### config.mk
export PLATFORM = sky130hd
export DESIGN_NAME = row_sched_ctrl
export DESIGN_NICKNAME = d
export VERILOG_FILES = /design/src/rtl/row_sched_ctrl.sv
export SDC_FILE = /design/constraint.sdc
export NUM_CORES = 1
export LEC_CHECK = 0
export ABC_CLOCK_PERIOD_IN_PS = 5700
export BUFFER_PORTS_ARGS = -buffer_cell sky130_fd_sc_hd__buf_2
export CELL_PAD_IN_SITES_DETAIL_PLACEMENT = 1
export CELL_PAD_IN_SITES_GLOBAL_PLACEMENT = 2
export CORE_AREA = 2 2 70 72
export DETAILED_ROUTE_END_ITERATION = 12
export DIE_AREA = 0 0 72 74
export PLACE_DENSITY_LB_ADDON = 0.2
export SETUP_SLACK_MARGIN = 0.1
export SLEW_MARGIN = 20
export SYNTH_ARGS = -nofsm -noshare
export SYNTH_HDL_FRONTEND = slang
export SYNTH_SLANG_ARGS = --single-unit
### constraint.sdc
create_clock -name i_clk -period 5.7 [get_ports i_clk]
set_input_delay 0.855 -clock i_clk [delete_from_list [all_inputs] [get_ports i_clk]]
set_output_delay 0.855 -clock i_clk [all_outputs]
set_load 0.02 [all_outputs]
### src/rtl/row_sched_ctrl.sv
// row_sched_ctrl: row-processing sequencer in front of mem_controller.
// Issues the mem_controller start pulse, waits for the per-row valid strobe,
// models PE compute time (activation-serial or weight-serial), and returns
// row_finish_done_0 / row_cal_done for every row before signalling completion.
// Optional build macro: ROW_SCHED_WATCHDOG_EN adds a WAIT_EN watchdog and an
// en protocol check that raise the sticky o_sched_err and abort to IDLE.
module row_sched_ctrl #(
  parameter int NUM_ROWS_W = 5,
  parameter int ACT_W      = 5,
  parameter int WEI_W      = 4,
  parameter int MAC_LAT    = 4,
  parameter int TIMEOUT    = 255
) (
  input  logic                  i_clk,
  input  logic                  i_rst_n,
  input  logic                  i_sched_start,
  input  logic                  i_cfg_mode,
  input  logic [NUM_ROWS_W-1:0] i_cfg_rows,
  input  logic                  i_soft_clear,
  input  logic                  i_row_stall,
  input  logic                  i_en,
  input  logic [ACT_W-1:0]      i_row_val_num,
  input  logic [WEI_W-1:0]      i_wei_val_num,
  input  logic                  i_zero_flag,
  output logic                  o_mc_start,
  output logic                  o_mode,
  output logic                  o_row_finish_done_0,
  output logic                  o_row_cal_done,
  output logic [NUM_ROWS_W-1:0] o_row_cnt,
  output logic                  o_busy,
  output logic                  o_sched_done,
  output logic                  o_sched_err
);

  localparam int REM_W = (ACT_W > WEI_W) ? ACT_W : WEI_W;
  localparam int SUB_W = $clog2(MAC_LAT + 1);

  localparam logic [2:0] S_IDLE    = 3'd0;
  localparam logic [2:0] S_LAUNCH  = 3'd1;
  localparam logic [2:0] S_WAIT_EN = 3'd2;
  localparam logic [2:0] S_RUN     = 3'd3;
  localparam logic [2:0] S_FIN     = 3'd4;
  localparam logic [2:0] S_DONE    = 3'd5;

  logic [2:0]            r_state;
  logic                  r_mode;
  logic [NUM_ROWS_W-1:0] r_rows;
  logic [NUM_ROWS_W-1:0] r_row_cnt;
  logic [REM_W-1:0]      r_rem;
  logic [SUB_W-1:0]      r_sub;

  logic             w_step;
  logic             w_sub_last;
  logic             w_rem_last;
  logic             w_mid_pulse;
  logic [REM_W-1:0] w_load;
  logic             w_wd_trip;

  // A RUN cycle only advances the work counters when not stalled; a lone
  // pass-finish pulse fires on the unstalled cycle where the MAC timer expires
  // with more weights still to go.
  assign w_step      = (r_state == S_RUN) && !i_row_stall;
  assign w_sub_last  = (r_sub == SUB_W'(1));
  assign w_rem_last  = (r_rem == REM_W'(1));
  assign w_mid_pulse = w_step && r_mode && w_sub_last && !w_rem_last;
  assign w_load      = r_mode ? REM_W'(i_wei_val_num) : REM_W'(i_row_val_num);

`ifdef ROW_SCHED_WATCHDOG_EN
  localparam int WD_W = $clog2(TIMEOUT + 1);

  logic [WD_W-1:0] r_wd;
  logic            r_err;
  logic            w_timeout;
  logic            w_viol;

  assign w_timeout = (r_state == S_WAIT_EN) && !i_en && (r_wd == WD_W'(TIMEOUT - 1));
  assign w_viol    = i_en && (r_state != S_WAIT_EN);
  assign w_wd_trip = w_timeout || w_viol;

  // Count consecutive WAIT_EN cycles that have not yet seen en
  always_ff @(posedge i_clk or negedge i_rst_n) begin
    if (!i_rst_n) begin
      r_wd <= '0;
    end else if (i_soft_clear || (r_state != S_WAIT_EN) || i_en) begin
      r_wd <= '0;
    end else begin
      r_wd <= r_wd + 1'b1;
    end
  end

  // Sticky error flag, cleared only by reset or soft_clear
  always_ff @(posedge i_clk or negedge i_rst_n) begin
    if (!i_rst_n) begin
      r_err <= 1'b0;
    end else if (i_soft_clear) begin
      r_err <= 1'b0;
    end else if (w_wd_trip) begin
      r_err <= 1'b1;
    end
  end

  assign o_sched_err = r_err;
`else
  logic w_unused_timeout;
  assign w_unused_timeout = (TIMEOUT == 0);
  assign w_wd_trip   = 1'b0;
  assign o_sched_err = 1'b0;
`endif

  // Main sequencer: launch, per-row wait/compute/finish, completion
  always_ff @(posedge i_clk or negedge i_rst_n) begin
    if (!i_rst_n) begin
      r_state   <= S_IDLE;
      r_mode    <= 1'b0;
      r_rows    <= '0;
      r_row_cnt <= '0;
      r_rem     <= '0;
      r_sub     <= '0;
    end else if (i_soft_clear) begin
      r_state <= S_IDLE;
      r_rem   <= '0;
      r_sub   <= '0;
    end else if (w_wd_trip) begin
      r_state <= S_IDLE;
      r_rem   <= '0;
      r_sub   <= '0;
    end else begin
      case (r_state)
        S_IDLE: begin
          if (i_sched_start) begin
            r_mode    <= i_cfg_mode;
            r_rows    <= i_cfg_rows;
            r_row_cnt <= '0;
            r_state   <= (i_cfg_rows == '0) ? S_DONE : S_LAUNCH;
          end
        end
        S_LAUNCH: begin
          r_state <= S_WAIT_EN;
        end
        S_WAIT_EN: begin
          if (i_en) begin
            r_rem   <= w_load;
            r_sub   <= SUB_W'(MAC_LAT);
            r_state <= (i_zero_flag || (w_load == '0)) ? S_FIN : S_RUN;
          end
        end
        S_RUN: begin
          if (w_step) begin
            if (!r_mode) begin
              r_rem <= r_rem - 1'b1;
              if (w_rem_last) begin
                r_state <= S_FIN;
              end
            end else if (w_sub_last) begin
              if (w_rem_last) begin
                r_sub   <= '0;
                r_state <= S_FIN;
              end else begin
                r_rem <= r_rem - 1'b1;
                r_sub <= SUB_W'(MAC_LAT);
              end
            end else begin
              r_sub <= r_sub - 1'b1;
            end
          end
        end
        S_FIN: begin
          r_row_cnt <= r_row_cnt + 1'b1;
          r_state   <= ((r_row_cnt + 1'b1) == r_rows) ? S_DONE : S_WAIT_EN;
        end
        S_DONE: begin
          r_state <= S_IDLE;
        end
        default: begin
          r_state <= S_IDLE;
        end
      endcase
    end
  end

  // Pulse outputs decode the current state; soft_clear or an abort masks them
  assign o_mc_start          = (r_state == S_LAUNCH) && !i_soft_clear && !w_wd_trip;
  assign o_row_cal_done      = (r_state == S_FIN) && !i_soft_clear && !w_wd_trip;
  assign o_row_finish_done_0 = ((r_state == S_FIN) || w_mid_pulse) && !i_soft_clear && !w_wd_trip;
  assign o_sched_done        = (r_state == S_DONE) && !i_soft_clear && !w_wd_trip;
  assign o_busy              = (r_state != S_IDLE);
  assign o_mode              = r_mode;
  assign o_row_cnt           = r_row_cnt;

endmodule

==> results of run 1 <==
stage by stage:
step           hold slack [ns]  worst slack [ns]  std cells  total power [mW]
2_1_floorplan            0.450              2.98        173             0.534
3_3_place_gp             0.466              2.95        250             0.611
3_5_place_dp             0.484              2.90        250             0.625
4_1_cts                  0.505              2.90        254             0.747
5_1_grt                  0.535              2.84        254             0.796
6_report                 0.498              2.93        254             0.736
synth_stat cells (4+ instances only):
library cell | number | area (µm²)
a21oi_1 | 6 | 30.0
a22o_1 | 4 | 35.0
dfrtp_1 | 22 | 551
ha_1 | 5 | 62.6
inv_1 | 8 | 30.0
mux2_2 | 6 | 67.6
mux2i_1 | 4 | 40.0
nand2_1 | 12 | 45.0
nand2b_1 | 6 | 37.5
nand3_1 | 5 | 25.0
nor2_1 | 14 | 52.6
nor3_1 | 5 | 25.0
o21ai_0 | 12 | 60.1
xnor2_1 | 4 | 35.0
power by group through the flow:
stage | logic [mW] | clock network [mW] | registers, mW
2_1_floorplan | 0.274 | 0 | 0.260
3_3_place_gp | 0.316 | 0 | 0.295
3_5_place_dp | 0.324 | 0 | 0.300
4_1_cts | 0.326 | 0.123 | 0.297
5_1_grt | 0.361 | 0.127 | 0.307
6_report | 0.321 | 0.118 | 0.296
flip-flops by register name, summed over array words and instances, names as in the netlist:
signal,flops
o_row_cnt,5
r_rem,5
r_rows,5
r_state,3
r_sub,3
o_mode,1
logic make-up after synthesis:
family,count (synthesis)
AND/OR/NAND/NOR,60
AO/OA/AOI/OAI,51
flip-flops,22
buffers and inverters,17
multiplexers,10
XOR/XNOR,7
adder cells (fa/ha/maj),5
other,1
metal layers:
metal	track usage [%]	up-vias
li1	-	690
met4	6.92	0
met3	1.63	10
met5	0	-
met1	19.0	696
met2	32.7	27
cell type report:
cell class              count  share of cell area [%]
multi-input cells         134                    51.7
repair buffers             32                    8.96
clock buffers               4                    3.08
well taps                  54                    3.78
inverters                   8                    1.68
flip-flops and latches     22                    30.8
final timing paths:
kind	start	end	slack, ns	cells past startpoint
max	i_soft_clear	o_row_finish_done_0	2.93	5
min	r_sub[1]	r_sub[1]	0.50	2
max reg2reg	o_row_cnt[0]	r_state[1]	3.54	6
min reg2reg	r_sub[1]	r_sub[1]	0.50	2
max in group asynchronous	i_rst_n	r_sub[2]	4.78	1
min in group asynchronous	i_rst_n	r_rows[4]	0.56	1
worst reg2reg max path, cell delays in order, from the launching register on:
cell and delay (ns):
dfrtp_1 0.46, ha_1 0.32, o21ba_2 0.22, a221oi_1 0.38, o211ai_1 0.16, a221o_1 0.32
a22o_1 0.19
==> summary.md, run 1 <==
| Metric | Value |
|---|---|
| Synth Area in XOR/XNOR | `3.92%` |
| TritonCTS clock tree | `done` |
| Largest delay share family, worst path | `simple AND/OR/NAND/NOR gates` |
| Synth Area in Simple Gates | `20.7%` |
| Dpl cell area | `0.00173 mm²` |
| RSZ-0062 raised after global routing | `false` |
| Initial Util | `34.0%` |
| Pwr per Cell Area | `412 mW/mm²` |
| Final Max Tran Viols | `0` |
| Critical path's largest stage delay | `0.39 ns` |
| Post-Syn Instances | `173` |
| Largest net degree at the start of global routing | `23` |
| Main combinational cell family by area after synthesis | `compound AO/OA/AOI/OAI gates` |
| Vias | `1,423` |
| Post-synth EDFFs | `0` |
| Area occupied by multi-input gates | `925 µm²` |
| Clk sinks | `22` |
| Slew HR | `52.3%` |
| Antenna violations before repair | `0` |
| Register area share after synthesis | `35.2%` |
| DIE HEIGHT | `74 µm` |
| Wl on met1 | `1780 µm` |
| Combinational power share | `43.6%` |
| Worst skew pair latency | `0.27 ns` |
| Leak | `0.785 nW` |
| Global-route wire length before repair | `6970 µm` |
| Clock power share | `16.1%` |
| Switch share | `42.8%` |
| WL per Instance | `16.7 µm` |
| Slowest-stage cell, CP | `and4bb_2` |
| Min Tclk post-route | `2.77 ns` |
| Number of fill cells | `561` |
| Fin util | `38.9%` |
| Synth Area in Adders | `4.00%` |
| Final setup fails | `0` |
| Final net count | `228` |
| Die W | `72 µm` |
| Post-synth cell types | `51` |
| DRC errors left | `0` |
| Area grow syn2layout | `14.2%` |
| Most frequent cells in the layout | `buf_2 (32), dfrtp_1 (22), nor2_1 (14)` |
| WL met2 | `2250 µm` |
| Switching Power | `0.315 mW` |
| Final hold viol count | `0` |
| Final Cell Area | `0.00179 mm²` |
| Mean Syn Cell Area | `9.05 µm²` |
| Final period util | `48.6%` |
| Mapped cell area | `0.00157 mm²` |
| 1st-pass router iterations | `4` |
| Post-synth ARST share | `100%` |
| Worst Path Max Fanout | `18` |
| Vias/cell | `5.60` |
| P_int | `0.421 mW` |
| Ordered cell list for the critical path | `buf_2 > and4bb_2 > nand4_1 > o21ai_0 > buf_2` |
| Status | `complete, no violations` |
| Reg power frac | `40.3%` |
| Met3 WL post-DR | `123 µm` |
| GPL Wtd Cong | `0.816` |
| CTS Hold Bufs | `0` |
| Yosys warnings | `0` |
| Post-DP HPWL | `3320 µm` |
| Max Root-Sink Buffers | `2` |
| IO buf count | `32` |
| Main synth FF type | `dfrtp_1` |
| Postcts setup bufs | `0` |
| Vias in the first global route | `1,472` |
| HP Class | `reg -> reg` |
| Overall Global Routing Usage | `16.9%` |
| Worst Path Buf+Inv | `2` |
| Antenna diodes | `0` |
| Critical path type | `in -> out` |
| Setup crit end kind | `primary output` |
| Top Layer Used | `met4` |
| GR Overflow Total | `0` |
| Core Region | `0.00460 mm²` |
| Least-Margin Pin Slew | `0.713 ns` |
| Syn_nets | `200` |
| Total wire length after detailed routing | `4250 µm` |
| Reg area | `551 µm²` |
| Clock Skews | `0.00185 ns` |
| CTS Buf Count | `3` |
| Most Frequent Cell on Critical Path | `buf_2` |
| CP arrival | `1.91 ns` |
| CP Launch Type | `primary input` |
| Root Driver | `clkbuf_8` |
| Post-DRT Antenna Nets | `0` |
| Fmax | `0.361 GHz` |
| Register bit total from synthesis | `22` |
| Post_cts resized | `0` |
| Share of cells above drive strength 1 | `24.5%` |
| Die area | `0.00533 mm²` |
| Synth Area in Compound Gates | `23.3%` |
| Commonest non-fill, non-tap cell in the layout | `buf_2` |
| Max-cap check violation count | `0` |
| CP Data Required Time | `4.85 ns` |
| Worst vdd ir | `111 µV` |
| H-tree level count | `1` |
| Mux cell area share after synthesis | `6.87%` |
| Placement Rows | `25` |
| Top Ports | `34` |
| Clock transition at path regs | `0.09 ns` |
| 1st-iter DRT viols | `46` |
| Final setup TNS | `0 ns` |
Note: power is estimated with default switching activity, not from simulation.
==> run 2, diff against run 1 <==
ABC_CLOCK_PERIOD_IN_PS = 2340   (was 5700)
CORE_AREA = 2 2 77 79   (was 2 2 70 72)
DIE_AREA = 0 0 79 81   (was 0 0 72 74)
clock period = 2.34 ns   (was 5.7 ns; I/O delays follow)
==> run 2 against run 1 <==
Sequential power is 140% higher. Worst hold slack got worse by 0.43 ns. Wire length is 11% higher. Global-route usage decreased by 1.6 points. Combinational power grew to 2.7 times the previous value. Total power grew to 2.5 times the previous value. Critical path type is now reg -> out.
==> summary.md, run 2 (synthesis results as in run 1) <==
| Metric | Value |
|---|---|
| Status | `complete, no violations` |
| Commonest non-fill, non-tap cell in the layout | `buf_2` |
| H-tree level count | `1 (unchanged)` |
| HP Class | `in -> async` |
| Reg area | `553 µm² (+0.45%)` |
| Placement Rows | `28 (+12%)` |
| Clk sinks | `22 (unchanged)` |
| Grt met3 use | `2.33% (+0.71 points)` |
| Initial Util | `27.6% (-6.5 points)` |
| Overall Global Routing Usage | `15.3% (-1.6 points)` |
| Area grow syn2layout | `18.1%` |
| Total wire length after detailed routing | `4700 µm (+11%)` |
| Global Route met1 Usage | `17.5% (-1.5 points)` |
| Pwr per Cell Area | `1010 mW/mm² (+140%)` |
| RSZ-0062 raised after global routing | `true` |
| Final setup TNS | `0 ns (unchanged)` |
| Clock transition at path regs | `0.09 ns (about the same)` |
| Share of cells above drive strength 1 | `27.6% (+3.1 points)` |
| Antenna violations before repair | `0 (unchanged)` |
| Max Root-Sink Buffers | `2 (unchanged)` |
| Postcts setup bufs | `0 (unchanged)` |
| Slew HR | `53.3% (+1.1 points)` |
| Final setup fails | `0 (unchanged)` |
| Most frequent cells in the layout | `buf_2 (32), dfrtp_1 (20), nor2_1 (13)` |
| CP arrival | `1.73 ns (-0.18 ns)` |
| Leak | `0.799 nW (+1.8%)` |
| IO buf count | `32 (unchanged)` |
| Post-DP HPWL | `3540 µm (+6.7%)` |
| Fmax | `0.481 GHz` |
| CP Launch Type | `flip-flop` |
| Vias | `1,426 (+0.21%)` |
| GRT Max-Usage Layer | `met2` |
| Post-DRT Antenna Nets | `0 (unchanged)` |
| Critical path type | `reg -> out` |
| Setup crit end kind | `primary output` |
| Worst r2r path cells | `7 (+1)` |
| CTS Buf Count | `3 (unchanged)` |
| Finished Layout Cells | `278 (+9.4%)` |
| Final net count | `231 (+1.3%)` |
| GR Util met2 | `29.4% (-3.3 points)` |
| DIE HEIGHT | `81 µm (+9.5%)` |
| Worst Path Max Fanout | `3 (-15)` |
| Core Region | `0.00568 mm² (+23%)` |
| Min Tclk post-route | `2.08 ns` |
| Global-route wire length before repair | `7560 µm (+8.4%)` |
| Worst vdd ir | `315 µV (+180%)` |
| Number of fill cells | `698 (+24%)` |
| CP Data Required Time | `1.99 ns (-2.86 ns)` |
| Worst Setup EP | `o_row_finish_done_0` |
| Least-Margin Pin Slew | `0.695 ns (-0.0181 ns)` |
| GR Overflow Total | `0 (unchanged)` |
| Root Driver | `clkbuf_8` |
| 1st-iter DRT viols | `65 (+41%)` |
| Die area | `0.00640 mm² (+20%)` |
| TritonCTS clock tree | `done` |
| Top Ports | `34 (unchanged)` |
| Clock Skews | `0.00220 ns (+0.000354 ns)` |
| Final hold viol count | `0 (unchanged)` |
| Worst skew pair latency | `0.26 ns (about the same)` |
| Largest net degree at the start of global routing | `23 (unchanged)` |
| Reg2reg setup slack | `0.29 ns (-3.25 ns)` |
| Die W | `79 µm (+9.7%)` |
| Vias/cell | `5.13 (-8.4%)` |
| Vias in the first global route | `1,530 (+3.9%)` |
| FF-to-FF Start | `r_rem[1]` |
| DRC errors left | `0 (unchanged)` |
| Cells after DPL | `274 (+9.6%)` |
| Final period util | `88.9%` |
| 1st-pass router iterations | `4 (unchanged)` |
| Worst reg2reg path endpoint | `r_state[2]` |
| Total power draw | `1.86 mW (+150%)` |
| WL per Instance | `16.9 µm (+1.0%)` |
| Area occupied by multi-input gates | `933 µm² (+0.95%)` |
| Worst Setup SP | `r_rem[1]` |
| GPL Wtd Cong | `0.795 (-2.6%)` |
| Final Max Tran Viols | `0 (unchanged)` |
| Max-cap check violation count | `0 (unchanged)` |
| Antenna diodes | `0 (unchanged)` |
[run 2: cell count changes in the layout (fill, tap and decap cells not counted)]
cell	previous run	this run
nor2_2	0	1
nor2_1	14	13
buf_4	0	3
a221oi_1	1	0
a221oi_2	0	1
dfrtp_2	0	2
dfrtp_1	22	20
[run 2: how the worst min path moves through the flow]
stage,to,slack [ns],startpoint
floorplan,o_mode,0.06,i_rst_n
global placement,o_row_cnt[2],0.36,i_rst_n
detailed placement,o_row_cnt[0],0.38,i_rst_n
CTS,r_state[0],0.09,i_rst_n
global route,o_row_cnt[4],0.09,i_rst_n
finish,o_row_cnt[4],0.07,i_rst_n
[run 2: critical path: stages, from the launching register on]
cell and delay (ns):
dfrtp_1 0.41, inv_1 0.08, ha_1 0.15, or4b_4 0.47, nand4_1 0.12, o21ai_0 0.07, buf_2 0.16
[run 2: timing repair]
item | 4_1_cts | 5_1_grt
resized for setup | 0 | 4
setup endpoints to repair | 0 | 4
hold buffers | 0 | 0
[run 2: routing by layer]
metal	part of all wire (%)	vias to the layer above
met2	54	27
li1	-	691
met5	0	-
met1	42	706
met3	3.8	2
met4	0.68	0
[run 2: per-stage QoR]
step | area [µm²] | hold slack, ns | util (%) | setup WS (ns)
global route | 1850 | 0.0894 | 32.6 | 0.0871
detailed placement | 1780 | 0.383 | 31.4 | 0.260
CTS | 1840 | 0.0851 | 32.4 | 0.101
floorplan | 1570 | 0.0554 | - | 0.308
finish | 1850 | 0.0673 | 32.6 | 0.259
global placement | 1780 | 0.361 | 31.4 | 0.297
[run 2: power breakdown]
part	internal [mW]	switching, mW
clock network	0.150	0.141
registers	0.506	0.196
logic	0.396	0.474
[run 2: area by class of cell]
type,instances,share of cell area [%]
sequential,22,29.9
clock buffer,4,2.98
timing repair buffer,35,9.88
inverter,8,1.62
tap,75,5.08
multi-input combinational,134,50.5
==> run 3, diff against run 2 <==
ABC_CLOCK_PERIOD_IN_PS = 2400   (was 2340)
CORE_AREA = 2 2 70 72   (was 2 2 77 79)
DIE_AREA = 0 0 72 74   (was 0 0 79 81)
SLEW_MARGIN = default   (was 20)
clock period = 2.4 ns   (was 2.34 ns; I/O delays follow)
==> run 3 against run 2 <==
Worst setup slack better by 0.016 ns. Largest cell class unchanged. Highest routed layer unchanged. Clock skew about the same. Final cell count down 7.6%. Die area down 17%. Flip-flop and latch count unchanged. Total power down 4.7%. Clock power down 4%. Final area down 1.9%. Register-to-register slack better by 0.02 ns. Sequential power down 3.8%. Largest power group unchanged. Sequential share of layout area up 0.58 points.
==> summary.md, run 3 (synthesis results as in run 1) <==
| Metric | Value |
|---|---|
| Root Driver | `clkbuf_8` |
| Final hold viol count | `0 (unchanged)` |
| Worst r2r path cells | `7 (unchanged)` |
| Total wire length after detailed routing | `4310 µm (-8.3%)` |
| Max Root-Sink Buffers | `2 (unchanged)` |
| DRC errors left | `0 (unchanged)` |
| Critical path's largest stage delay | `0.51 ns (+0.04 ns)` |
| 1st-pass router iterations | `4 (unchanged)` |
| Largest delay share family, worst path | `simple AND/OR/NAND/NOR gates` |
| Postcts setup bufs | `0 (unchanged)` |
| Die area | `0.00533 mm² (-17%)` |
| Critical path type | `reg -> out` |
| Post_cts resized | `0 (unchanged)` |
| Vias/cell | `5.54 (+8.1%)` |
| Initial Util | `34.0% (+6.5 points)` |
| Dpl ws | `0.328 ns (+0.0688 ns)` |
| Reg power frac | `38.0% (+0.3 points)` |
| Overall Global Routing Usage | `17.4% (+2.1 points)` |
| Post-DRT Antenna Nets | `0 (unchanged)` |
| HP Class | `in -> async` |
| Worst skew pair latency | `0.27 ns (about the same)` |
| Fmax | `0.470 GHz` |
| Slowest-stage cell, CP | `dfrtp_2` |
| Final Cell Area | `0.00181 mm² (-1.9%)` |
| H-tree level count | `1 (unchanged)` |
| Core Region | `0.00460 mm² (-19%)` |
| FF-to-FF Start | `r_rem[1]` |
| Top Ports | `34 (unchanged)` |
| TritonCTS clock tree | `done` |
| Ordered cell list for the critical path | `or2_2 > nor2_1 > nand2_1 > o21ai_0 > buf_2` |
| Final Max Tran Viols | `0 (unchanged)` |
| Area grow syn2layout | `15.8%` |
| Worst Path Max Fanout | `14 (+11)` |
| Leak | `0.798 nW (-0.20%)` |
| 1st-iter DRT viols | `51 (-22%)` |
| RSZ-0062 raised after global routing | `false` |
| CP Data Required Time | `2.04 ns (+0.05 ns)` |
| Worst reg2reg path endpoint | `r_state[2]` |
| Die W | `72 µm (-8.9%)` |
| PnR worst setup slack | `0.275 ns (+0.0156 ns)` |
| Pwr per Cell Area | `979 mW/mm² (-2.9%)` |
| Placement Rows | `25 (-11%)` |
| Post-DP HPWL | `3440 µm (-2.8%)` |
| Cells after DPL | `253 (-7.7%)` |
| Slew HR | `55.0% (+1.6 points)` |
| Commonest non-fill, non-tap cell in the layout | `buf_2` |
| Vias | `1,425 (-0.070%)` |
| Clock power share | `15.7% (about the same)` |
| Worst Path Buf+Inv | `1 (-1)` |
| Clk sinks | `22 (unchanged)` |
| Antenna diodes | `0 (unchanged)` |
| Final setup TNS | `0 ns (unchanged)` |
| Reg2reg setup slack | `0.31 ns (+0.02 ns)` |
| CP Launch Type | `flip-flop` |
| CTS Hold Bufs | `0 (unchanged)` |
| Clock Skews | `0.00250 ns (+0.000304 ns)` |
| IO buf count | `32 (unchanged)` |
| Number of fill cells | `567 (-19%)` |
| Status | `complete, no violations` |
| Final period util | `88.6%` |
| Min Tclk post-route | `2.13 ns` |
| Clock transition at path regs | `0.09 ns (about the same)` |
| Dpl cell area | `0.00176 mm² (-1.5%)` |
| Most frequent cells in the layout | `buf_2 (32), dfrtp_1 (20), nor2_1 (14)` |
| Max-cap check violation count | `0 (unchanged)` |
| Share of cells above drive strength 1 | `26.6% (-0.99 points)` |
| P_int | `1.02 mW (-2.8%)` |
| Worst vdd ir | `282 µV (-11%)` |
| Largest net degree at the start of global routing | `23 (unchanged)` |
| Switching Power | `0.754 mW (-7.1%)` |
| Combinational power share | `46.3% (-0.4 points)` |
| GR Overflow Total | `0 (unchanged)` |
| Final net count | `231 (unchanged)` |
| Setup crit end kind | `primary output` |
| Global-route wire length before repair | `7160 µm (-5.2%)` |
| WL per Instance | `16.8 µm (-0.82%)` |
| CTS Buf Count | `3 (unchanged)` |
| DIE HEIGHT | `74 µm (-8.6%)` |
| Switch share | `42.4% (-1.1 points)` |
| Vias in the first global route | `1,518 (-0.78%)` |
| Antenna violations before repair | `0 (unchanged)` |
| Final setup fails | `0 (unchanged)` |
| Finished Layout Cells | `257 (-7.6%)` |
| GPL Wtd Cong | `0.794 (-0.10%)` |
| Least-Margin Pin Slew | `0.671 ns (-0.0245 ns)` |
| CP arrival | `1.77 ns (+0.04 ns)` |
| Total power draw | `1.78 mW (-4.7%)` |
[run 3: metrics by stage]
| step | hold WS (ns) | util (%) |
|---|---|---|
| floorplan | 0.0644 | - |
| global placement | 0.366 | 38.2 |
| detailed placement | 0.384 | 38.2 |
| CTS | 0.0827 | 39.4 |
| global route | 0.0979 | 39.4 |
| finish | 0.0683 | 39.4 |
[run 3: area by class of cell]
| class | count | area [µm²] | area share [%] |
|---|---|---|---|
| Clock buffer | 4 | 55.1 | 3.04 |
| Tap cell | 54 | 67.6 | 3.73 |
| Multi-Input combinational cell | 134 | 925 | 51.0 |
| Timing Repair Buffer | 35 | 183 | 10.1 |
| Sequential cell | 22 | 553 | 30.5 |
| Inverter | 8 | 30.0 | 1.66 |
[run 3: worst max path at each step]
stage / from / endpoint / depth (start not counted)
floorplan: o_row_cnt[0] / r_state[1] / 6
global placement: o_row_cnt[0] / r_state[1] / 6
detailed placement: r_rem[1] / r_state[2] / 7
CTS: r_state[0] / o_row_finish_done_0 / 5
global route: r_rem[1] / r_state[2] / 7
finish: r_state[0] / o_row_finish_done_0 / 5
[run 3: metal layers]
metal  track usage, %  wire length, µm
met5                0                0
met4             5.87               53
met3             2.17              129
met1             20.1             1850
met2             33.1             2280
[run 3: worst reg2reg max path: stages (launching register included)]
cell	delay, ns
dfrtp_1	0.40
inv_1	0.09
ha_1	0.16
or4b_4	0.47
a211oi_2	0.30
o21ai_2	0.10
a211oi_2	0.27
a21boi_1	0.22
[run 3: power groups by stage]
stage / clock (mW) / sequential, mW / combinational, mW
finish: 0.278 / 0.675 / 0.823
CTS: 0.292 / 0.674 / 0.839
global route: 0.303 / 0.705 / 0.919
global placement: 0 / 0.669 / 0.808
floorplan: 0 / 0.618 / 0.651
detailed placement: 0 / 0.681 / 0.835
